## src/rtl/rv_isa_pkg.sv

```systemverilog
// RV32IM encoding constants shared by the instruction encoder and the core's decoder.
// Holds opcodes, op classes, control codes and the ctrl -> funct3/funct7 lookups.
package rv_isa_pkg;

  localparam logic [6:0] OPC_OP     = 7'b0110011;
  localparam logic [6:0] OPC_OP_IMM = 7'b0010011;
  localparam logic [6:0] OPC_LOAD   = 7'b0000011;
  localparam logic [6:0] OPC_STORE  = 7'b0100011;
  localparam logic [6:0] OPC_BRANCH = 7'b1100011;
  localparam logic [6:0] OPC_JAL    = 7'b1101111;
  localparam logic [6:0] OPC_JALR   = 7'b1100111;
  localparam logic [6:0] OPC_LUI    = 7'b0110111;
  localparam logic [6:0] OPC_AUIPC  = 7'b0010111;

  typedef enum logic [3:0] {
    CLS_R      = 4'd0,
    CLS_IALU   = 4'd1,
    CLS_LOAD   = 4'd2,
    CLS_STORE  = 4'd3,
    CLS_BRANCH = 4'd4,
    CLS_JAL    = 4'd5,
    CLS_JALR   = 4'd6,
    CLS_LUI    = 4'd7,
    CLS_AUIPC  = 4'd8,
    CLS_MUL    = 4'd9
  } op_class_e;

  localparam logic [4:0] ALU_ADD  = 5'd0;
  localparam logic [4:0] ALU_SUB  = 5'd1;
  localparam logic [4:0] ALU_AND  = 5'd2;
  localparam logic [4:0] ALU_OR   = 5'd3;
  localparam logic [4:0] ALU_XOR  = 5'd4;
  localparam logic [4:0] ALU_SLL  = 5'd5;
  localparam logic [4:0] ALU_SRL  = 5'd6;
  localparam logic [4:0] ALU_SRA  = 5'd7;
  localparam logic [4:0] ALU_SLTU = 5'd8;
  localparam logic [4:0] ALU_SLT  = 5'd9;

  localparam logic [4:0] BR_BEQ  = 5'd0;
  localparam logic [4:0] BR_BNE  = 5'd1;
  localparam logic [4:0] BR_BLT  = 5'd2;
  localparam logic [4:0] BR_BGE  = 5'd3;
  localparam logic [4:0] BR_BLTU = 5'd4;
  localparam logic [4:0] BR_BGEU = 5'd5;

  localparam logic [4:0] MUL_FIRST = 5'h0A;
  localparam logic [4:0] MUL_LAST  = 5'h11;

  localparam logic [2:0] F3_ADD_SUB = 3'b000;
  localparam logic [2:0] F3_SLL     = 3'b001;
  localparam logic [2:0] F3_SLT     = 3'b010;
  localparam logic [2:0] F3_SLTU    = 3'b011;
  localparam logic [2:0] F3_XOR     = 3'b100;
  localparam logic [2:0] F3_SRL_SRA = 3'b101;
  localparam logic [2:0] F3_OR      = 3'b110;
  localparam logic [2:0] F3_AND     = 3'b111;

  localparam logic [2:0] F3_BEQ  = 3'b000;
  localparam logic [2:0] F3_BNE  = 3'b001;
  localparam logic [2:0] F3_BLT  = 3'b100;
  localparam logic [2:0] F3_BGE  = 3'b101;
  localparam logic [2:0] F3_BLTU = 3'b110;
  localparam logic [2:0] F3_BGEU = 3'b111;

  localparam logic [6:0] F7_BASE   = 7'h00;
  localparam logic [6:0] F7_ALT    = 7'h20;
  localparam logic [6:0] F7_MULDIV = 7'h01;

  typedef struct packed {
    logic       valid;
    logic [2:0] funct3;
    logic [6:0] funct7;
  } alu_code_t;

  typedef struct packed {
    logic       valid;
    logic [2:0] funct3;
  } br_code_t;

  function automatic alu_code_t alu_decode(input logic [4:0] ctrl);
    alu_code_t r;
    r = '{valid: 1'b1, funct3: F3_ADD_SUB, funct7: F7_BASE};
    case (ctrl)
      ALU_ADD:  ;
      ALU_SUB:  r.funct7 = F7_ALT;
      ALU_AND:  r.funct3 = F3_AND;
      ALU_OR:   r.funct3 = F3_OR;
      ALU_XOR:  r.funct3 = F3_XOR;
      ALU_SLL:  r.funct3 = F3_SLL;
      ALU_SRL:  r.funct3 = F3_SRL_SRA;
      ALU_SRA:  begin
        r.funct3 = F3_SRL_SRA;
        r.funct7 = F7_ALT;
      end
      ALU_SLTU: r.funct3 = F3_SLTU;
      ALU_SLT:  r.funct3 = F3_SLT;
      default:  r.valid = 1'b0;
    endcase
    return r;
  endfunction

  function automatic br_code_t br_decode(input logic [4:0] ctrl);
    br_code_t r;
    r = '{valid: 1'b1, funct3: F3_BEQ};
    case (ctrl)
      BR_BEQ:  ;
      BR_BNE:  r.funct3 = F3_BNE;
      BR_BLT:  r.funct3 = F3_BLT;
      BR_BGE:  r.funct3 = F3_BGE;
      BR_BLTU: r.funct3 = F3_BLTU;
      BR_BGEU: r.funct3 = F3_BGEU;
      default: r.valid = 1'b0;
    endcase
    return r;
  endfunction

endpackage

```

## src/rtl/instr_encoder_if.sv

```systemverilog
// Descriptor handshake and imem write port of the instruction encoder.
// The master side produces descriptors and observes writes; the encoder is the slave.
interface instr_encoder_if #(parameter int AW = 32);
  logic          in_valid;
  logic          in_ready;
  logic [3:0]    op_class;
  logic [4:0]    ctrl;
  logic [4:0]    rd;
  logic [4:0]    rs1;
  logic [4:0]    rs2;
  logic [31:0]   imm;
  logic          imem_we;
  logic [AW-1:0] imem_addr;
  logic [31:0]   imem_wdata;

  modport master (
    output in_valid, op_class, ctrl, rd, rs1, rs2, imm,
    input  in_ready, imem_we, imem_addr, imem_wdata
  );

  modport slave (
    input  in_valid, op_class, ctrl, rd, rs1, rs2, imm,
    output in_ready, imem_we, imem_addr, imem_wdata
  );
endinterface

```

## src/rtl/instr_pack.sv

```systemverilog
// Combinational descriptor packer: builds the RV32IM word and flags descriptors
// whose control code or immediate cannot be encoded.
module instr_pack
  import rv_isa_pkg::*;
(
  input  logic [3:0]  op_class,
  input  logic [4:0]  ctrl,
  input  logic [4:0]  rd,
  input  logic [4:0]  rs1,
  input  logic [4:0]  rs2,
  input  logic [31:0] imm,
  output logic [31:0] word,
  output logic        illegal
);

  logic      imm_i_ok;
  logic      imm_b_ok;
  logic      imm_j_ok;
  logic      imm_u_ok;
  logic      shamt_ok;
  logic [2:0] mul_f3;
  alu_code_t alu;
  br_code_t  br;

  // Signed range checks: every bit above the field's sign bit must match it.
  assign imm_i_ok = (imm[31:11] == '0) || (imm[31:11] == '1);
  assign imm_b_ok = ((imm[31:12] == '0) || (imm[31:12] == '1)) && !imm[0];
  assign imm_j_ok = ((imm[31:20] == '0) || (imm[31:20] == '1)) && !imm[0];
  assign imm_u_ok = (imm[11:0] == '0);
  assign shamt_ok = (imm[31:5] == '0);

  assign alu = alu_decode(ctrl);
  assign br  = br_decode(ctrl);

  // 0x0A..0x11 carry low bits 2..7,0,1, so subtracting 2 modulo 8 yields funct3 0..7.
  assign mul_f3 = ctrl[2:0] - 3'd2;

  always_comb begin
    word    = '0;
    illegal = 1'b0;
    case (op_class_e'(op_class))
      CLS_R: begin
        illegal = !alu.valid;
        word    = {alu.funct7, rs2, rs1, alu.funct3, rd, OPC_OP};
      end
      CLS_IALU: begin
        if (!alu.valid || ctrl == ALU_SUB) begin
          illegal = 1'b1;
        end else if (alu.funct3 == F3_SLL || alu.funct3 == F3_SRL_SRA) begin
          illegal = !shamt_ok;
          word    = {alu.funct7, imm[4:0], rs1, alu.funct3, rd, OPC_OP_IMM};
        end else begin
          illegal = !imm_i_ok;
          word    = {imm[11:0], rs1, alu.funct3, rd, OPC_OP_IMM};
        end
      end
      CLS_LOAD: begin
        illegal = !(ctrl[2:0] inside {3'd0, 3'd1, 3'd2, 3'd4, 3'd5}) || !imm_i_ok;
        word    = {imm[11:0], rs1, ctrl[2:0], rd, OPC_LOAD};
      end
      CLS_STORE: begin
        illegal = (ctrl[2:0] > 3'd2) || !imm_i_ok;
        word    = {imm[11:5], rs2, rs1, ctrl[2:0], imm[4:0], OPC_STORE};
      end
      CLS_BRANCH: begin
        illegal = !br.valid || !imm_b_ok;
        word    = {imm[12], imm[10:5], rs2, rs1, br.funct3, imm[4:1], imm[11], OPC_BRANCH};
      end
      CLS_JAL: begin
        illegal = !imm_j_ok;
        word    = {imm[20], imm[10:1], imm[11], imm[19:12], rd, OPC_JAL};
      end
      CLS_JALR: begin
        illegal = !imm_i_ok;
        word    = {imm[11:0], rs1, 3'b000, rd, OPC_JALR};
      end
      CLS_LUI: begin
        illegal = !imm_u_ok;
        word    = {imm[31:12], rd, OPC_LUI};
      end
      CLS_AUIPC: begin
        illegal = !imm_u_ok;
        word    = {imm[31:12], rd, OPC_AUIPC};
      end
      CLS_MUL: begin
        illegal = (ctrl < MUL_FIRST) || (ctrl > MUL_LAST);
        word    = {F7_MULDIV, rs2, rs1, mul_f3, rd, OPC_OP};
      end
      default: illegal = 1'b1;
    endcase
  end

endmodule

```

## src/rtl/instr_encoder.sv

```systemverilog
// Program loader: accepts descriptors, packs them and writes legal words into imem
// at base + 4k, dropping illegal ones with an err pulse.
module instr_encoder
  import rv_isa_pkg::*;
#(
  parameter int DEPTH = 256,
  parameter int AW    = 32
) (
  input  logic                         clk,
  input  logic                         rst_n,
  input  logic                         start,
  input  logic [AW-1:0]                base_addr,
  instr_encoder_if.slave               bus,
  output logic                         err,
  output logic [7:0]                   err_count,
  output logic                         full,
  output logic [$clog2(DEPTH+1)-1:0]   words
);

  localparam int WW = $clog2(DEPTH+1);

  typedef enum logic [1:0] {S_IDLE, S_LOAD, S_FULL} state_e;

  state_e        state;
  logic [AW-1:0] next_addr;
  logic [31:0]   word;
  logic          illegal;
  logic          accept;

  instr_pack u_pack (
    .op_class (bus.op_class),
    .ctrl     (bus.ctrl),
    .rd       (bus.rd),
    .rs1      (bus.rs1),
    .rs2      (bus.rs2),
    .imm      (bus.imm),
    .word     (word),
    .illegal  (illegal)
  );

  // start wins over a coincident descriptor, so ready is masked by it.
  assign bus.in_ready = (state == S_LOAD) && !start;
  assign accept       = bus.in_valid && bus.in_ready;
  assign full         = (state == S_FULL);

  always_ff @(posedge clk or negedge rst_n) begin
    if (!rst_n) begin
      state          <= S_IDLE;
      next_addr      <= '0;
      words          <= '0;
      err_count      <= '0;
      err            <= 1'b0;
      bus.imem_we    <= 1'b0;
      bus.imem_addr  <= '0;
      bus.imem_wdata <= '0;
    end else begin
      bus.imem_we <= 1'b0;
      err         <= 1'b0;
      if (start) begin
        state     <= S_LOAD;
        next_addr <= base_addr;
        words     <= '0;
        err_count <= '0;
      end else if (accept) begin
        if (illegal) begin
          err <= 1'b1;
          if (err_count != 8'hFF) err_count <= err_count + 8'd1;
        end else begin
          bus.imem_we    <= 1'b1;
          bus.imem_addr  <= next_addr;
          bus.imem_wdata <= word;
          next_addr      <= next_addr + AW'(4);
          words          <= words + WW'(1);
          if (words == WW'(DEPTH - 1)) state <= S_FULL;
        end
      end
    end
  end

endmodule

```

## src/flat_wrapper.sv

```systemverilog
// flat-port wrapper written by rule: the top's interface ports become plain ports
module instr_encoder_flat import rv_isa_pkg::*;
#(
  parameter int DEPTH = 256,
  parameter int AW    = 32
)
  (clk, rst_n, start, base_addr, err, err_count, full, words, bus_in_valid, bus_op_class, bus_ctrl, bus_rd, bus_rs1, bus_rs2, bus_imm, bus_in_ready, bus_imem_we, bus_imem_addr, bus_imem_wdata);
  instr_encoder_if #(.AW(AW)) bus_i ();
  input  logic clk;
  input  logic rst_n;
  input  logic start;
  input  logic [AW-1:0] base_addr;
  output logic err;
  output logic [7:0] err_count;
  output logic full;
  output logic [$clog2(DEPTH+1)-1:0] words;
  input wire logic [$bits(bus_i.in_valid)-1:0] bus_in_valid;
  input wire logic [$bits(bus_i.op_class)-1:0] bus_op_class;
  input wire logic [$bits(bus_i.ctrl)-1:0] bus_ctrl;
  input wire logic [$bits(bus_i.rd)-1:0] bus_rd;
  input wire logic [$bits(bus_i.rs1)-1:0] bus_rs1;
  input wire logic [$bits(bus_i.rs2)-1:0] bus_rs2;
  input wire logic [$bits(bus_i.imm)-1:0] bus_imm;
  output wire logic [$bits(bus_i.in_ready)-1:0] bus_in_ready;
  output wire logic [$bits(bus_i.imem_we)-1:0] bus_imem_we;
  output wire logic [$bits(bus_i.imem_addr)-1:0] bus_imem_addr;
  output wire logic [$bits(bus_i.imem_wdata)-1:0] bus_imem_wdata;
  assign bus_i.in_valid = bus_in_valid;
  assign bus_i.op_class = bus_op_class;
  assign bus_i.ctrl = bus_ctrl;
  assign bus_i.rd = bus_rd;
  assign bus_i.rs1 = bus_rs1;
  assign bus_i.rs2 = bus_rs2;
  assign bus_i.imm = bus_imm;
  assign bus_in_ready = bus_i.in_ready;
  assign bus_imem_we = bus_i.imem_we;
  assign bus_imem_addr = bus_i.imem_addr;
  assign bus_imem_wdata = bus_i.imem_wdata;
  instr_encoder #(.DEPTH(DEPTH), .AW(AW)) u_core (.clk(clk), .rst_n(rst_n), .start(start), .base_addr(base_addr), .bus(bus_i), .err(err), .err_count(err_count), .full(full), .words(words));
endmodule
```

## config.mk

```make
export PLATFORM = sky130hd
export DESIGN_NAME = instr_encoder_flat
export DESIGN_NICKNAME = d
export VERILOG_FILES = /design/src/rtl/rv_isa_pkg.sv /design/src/rtl/instr_encoder_if.sv /design/src/rtl/instr_pack.sv /design/src/rtl/instr_encoder.sv /design/src/flat_wrapper.sv
export SDC_FILE = /design/constraint.sdc
export NUM_CORES = 1
export LEC_CHECK = 0
export CAP_MARGIN = 20
export CORE_ASPECT_RATIO = 0.5
export CORE_MARGIN = 1.5
export CORE_UTILIZATION = 44
export CTS_CLUSTER_SIZE = 24
export DETAILED_ROUTE_END_ITERATION = 12
export PLACE_DENSITY_LB_ADDON = 0.25
export SLEW_MARGIN = 20
export SYNTH_ARGS = -nofsm -noshare
export SYNTH_HDL_FRONTEND = slang
export SYNTH_SLANG_ARGS = --single-unit
```

## constraint.sdc

```tcl
create_clock -name clk -period 2.1 [get_ports clk]
set_input_delay 0.42 -clock clk [delete_from_list [all_inputs] [get_ports clk]]
set_output_delay 0.42 -clock clk [all_outputs]
set_load 0.01 [all_outputs]
```

==> flow_summary.yaml <==
drt:
  ant_nets: 0
  wl_um: 27400
  firstDrtPassIters: 5
  vias: 7603
  drcViolationCount: 0
  avgViaCountPerCell: 5.98
  drt_iter0_markers: 797
  wire_per_inst_um: 21.5
setup_path:
  critPathLaunchType: "primary input"
  worstSetupPathType: "primary input to register"
  cp_data_required_time_ns: 2.44
  endpoint: "u_core.next_addr[30]"
  crit_start: "bus_imm[16]"
  rr_endpoint: "u_core.next_addr[13]"
  reg2reg_from: "u_core.next_addr[2]"
  crit_fanout: 7
  r2r_slack_ns: -0.31
  ff2ff_path_depth: 7
  endpoint_kind: "register"
  crit_arrival_ns: 3.08
global_route:
  antenna_found_initial: 0
  global_route.usage.met3_pct: 5.34
  gr-usage-all-layers_pct: 32.9
  grt_pass1_wl_um: 38700
  grt.met1_usage_pct: 42.2
  use_met2_pct: 57.5
  grt_pass1_vias: 7298
  top_usage_layer: "met2"
  grt_max_degree: 54
  overflow: 0
timing:
  fin_crit_sh_pct: 131
  setup-tns-final_ns: -55.46
  max_slew_margin_pct: 55.6
  min_period_ns: 2.75
  rsz0062_at_grt: "yes"
  slew_viol_final: 0
  setup_slack_ns: -0.645
  max_freq_mhz: 364
  skew_ns: 0.00823
  tightest_slew_ns: 0.664
  hold_violations: 0
  finalSetupViolCount: 114
clock_network:
  cts-root-buf: "clkbuf_16"
  clock_latency_ns: 0.41
  clock_path_buffers: 2
  cts_sinks: 116
  cts_buffers: 17
  cts_hold_buffers: 0
  clk_pin_slew_ns: 0.06
  cts_tree: "done"
  cts_max_level: 4
cells_and_area:
  most-common-layout-cells: "134 x clkdlybuf4s50_1, 133 x buf_4, 122 x nand2_1"
  area_growth_pct: 79.4
  drive_gt1_share_pct: 35.3
  antenna_cells: 0
  final_common_cell: "clkdlybuf4s50_1"
  postLayoutCoreUtil_pct: 82.6
  nNetsFinal: 1166
yosys:
  syn_area_um2: 6380
  netlist_top_cells_area: "dfrtp_1 46%, nand2_1 9.5%, nor2_1 4.0%, xnor2_1 3.6%, o21ai_0 3.1%"
  synth_flop_cell: "dfrtp_1"
  syn_inst: 745
  synth-seq-cells: 116
  synth_seq_area_share_pct: 45.5
  synth.distinct_cells: 64
  synth_top_cell_area_share_pct: 45.5
  yosysWarnings: 0
  synth_edf_count: 0
  avgSynthCellArea_um2: 8.56
  yosysTopAreaCell: "dfrtp_1"
  async_flop_share_pct: 100
  syn_nets: 844
die:
  core-area_um2: 13900
  die_w_um: 173
  die_y_um: 88.1
  ios: 177
  dieArea_um2: 15300
  start_util_pct: 46.0
  rows: 30
flow_run:
  drv_cap: 0
power:
  leakage_nw: 4.78
  peakVddDrop_mv: 0.566
  powerDensity_nw_per_um2: 755
run_status:
  status: "finished, violations left"
  violations: "negative setup slack"
hold_path:
  hp-class: "primary input to async pin"
placement:
  gp_congestion: 0.939
  portBuffers: 176
  dpl.hpwl_um: 15800
  dp_slack_ns: -1.49
[routing by layer]
metal / vias to the layer above / wire (um)
met1: 3702 / 10900
li1: 3315 / -
met4: 0 / 886
met3: 100 / 2360
met5: - / 0
met2: 486 / 13200
[timing repair]
| action | CTS | global route |
|---|---|---|
| resized for setup | 206 | 117 |
| pin swaps | 46 | 75 |
| setup endpoints to repair | 115 | 115 |
| hold endpoints to repair | 0 | 0 |
| gates cloned | 8 | 5 |
| buffers inserted | 17 | 13 |
[cell usage after synthesis (all sizes together), types with 7 or more instances]
library cell and n:
nor4 25, buf 12, inv 7, nor3 21
nand3 32, ha 7, or3 10, nand4 14
a221oi 16, clkbuf 36, xnor2 26, nor2 68
nand2b 7, and3 9, nand2 162, nor2b 17
o21ai 40, a21oi 26, dfrtp 116
[report_power, final]
part	switching [W]	leakage, nW	internal (W)	total, W
logic	0.00120	3.06	0.00148	0.00268
clock network	0.00111	0.274	0.00177	0.00287
registers	0.000405	1.44	0.00268	0.00308
total	0.00271	4.78	0.00592	0.00864
[per-stage QoR]
| stage | area (um2) | power, W | instances | hold slack [ns] |
|---|---|---|---|---|
| 4_1_cts | 10800 | 0.00828 | 1256 | 0.00935 |
| 3_5_place_dp | 9500 | 0.00529 | 1200 | 0.437 |
| 3_3_place_gp | 9500 | 0.00524 | 1200 | 0.434 |
| 2_1_floorplan | 6710 | 0.00383 | 745 | 0.124 |
| 6_report | 11400 | 0.00864 | 1271 | 0.00241 |
| 5_1_grt | 11400 | 0.00897 | 1271 | 0.0326 |
[cell families after synthesis]
group                    Yosys count  share of synthesized area [%]
adder cells (fa/ha/maj)            7                           1.37
AO/OA/AOI/OAI                    133                           14.1
multiplexers                      10                           1.67
buffers and inverters             55                           3.65
flip-flops                       116                           45.5
AND/OR/NAND/NOR                  394                           29.6
XOR/XNOR                          30                           4.12
[worst min path at each step]
stage,startpoint,endpoint,slack [ns],depth (start not counted)
final,rst_n,u_core.bus.imem_wdata[17],0.002,1
after global routing,rst_n,u_core.bus.imem_wdata[16],0.03,1
after CTS,rst_n,u_core.bus.imem_wdata[16],0.009,1
after detailed placement,rst_n,u_core.bus.imem_wdata[17],0.44,1
after global placement,rst_n,u_core.bus.imem_wdata[17],0.43,1
after floorplan,rst_n,u_core.bus.imem_addr[0],0.12,0
[state kept, by name, indices dropped and copies added (netlist names)]
name and flops:
u_core.bus.imem_addr 32, u_core.next_addr 32, u_core.bus.imem_wdata 31, u_core.words 9, u_core.err_count 8, u_core.state 2
u_core.bus.imem_we 1, u_core.err 1
[worst max-delay path, stage by stage]
cell and delay (ns):
buf_6 0.07, nand4_1 0.16, or3_4 0.42, or4_4 0.49
a41o_4 0.30, or4_4 0.64, buf_4 0.19, or3_1 0.31
nand3_1 0.09
[layout make-up]
type / instances / area, um2
repair buffers: 349 / 3490
multi-input cells: 576 / 4210
clock buffers: 18 / 439
inverters: 7 / 26.3
fillers: 762 / 2410
well taps: 192 / 240
flip-flops and latches: 116 / 2900
clock inverters: 13 / 136
Note: power is estimated with default switching activity, not from simulation.
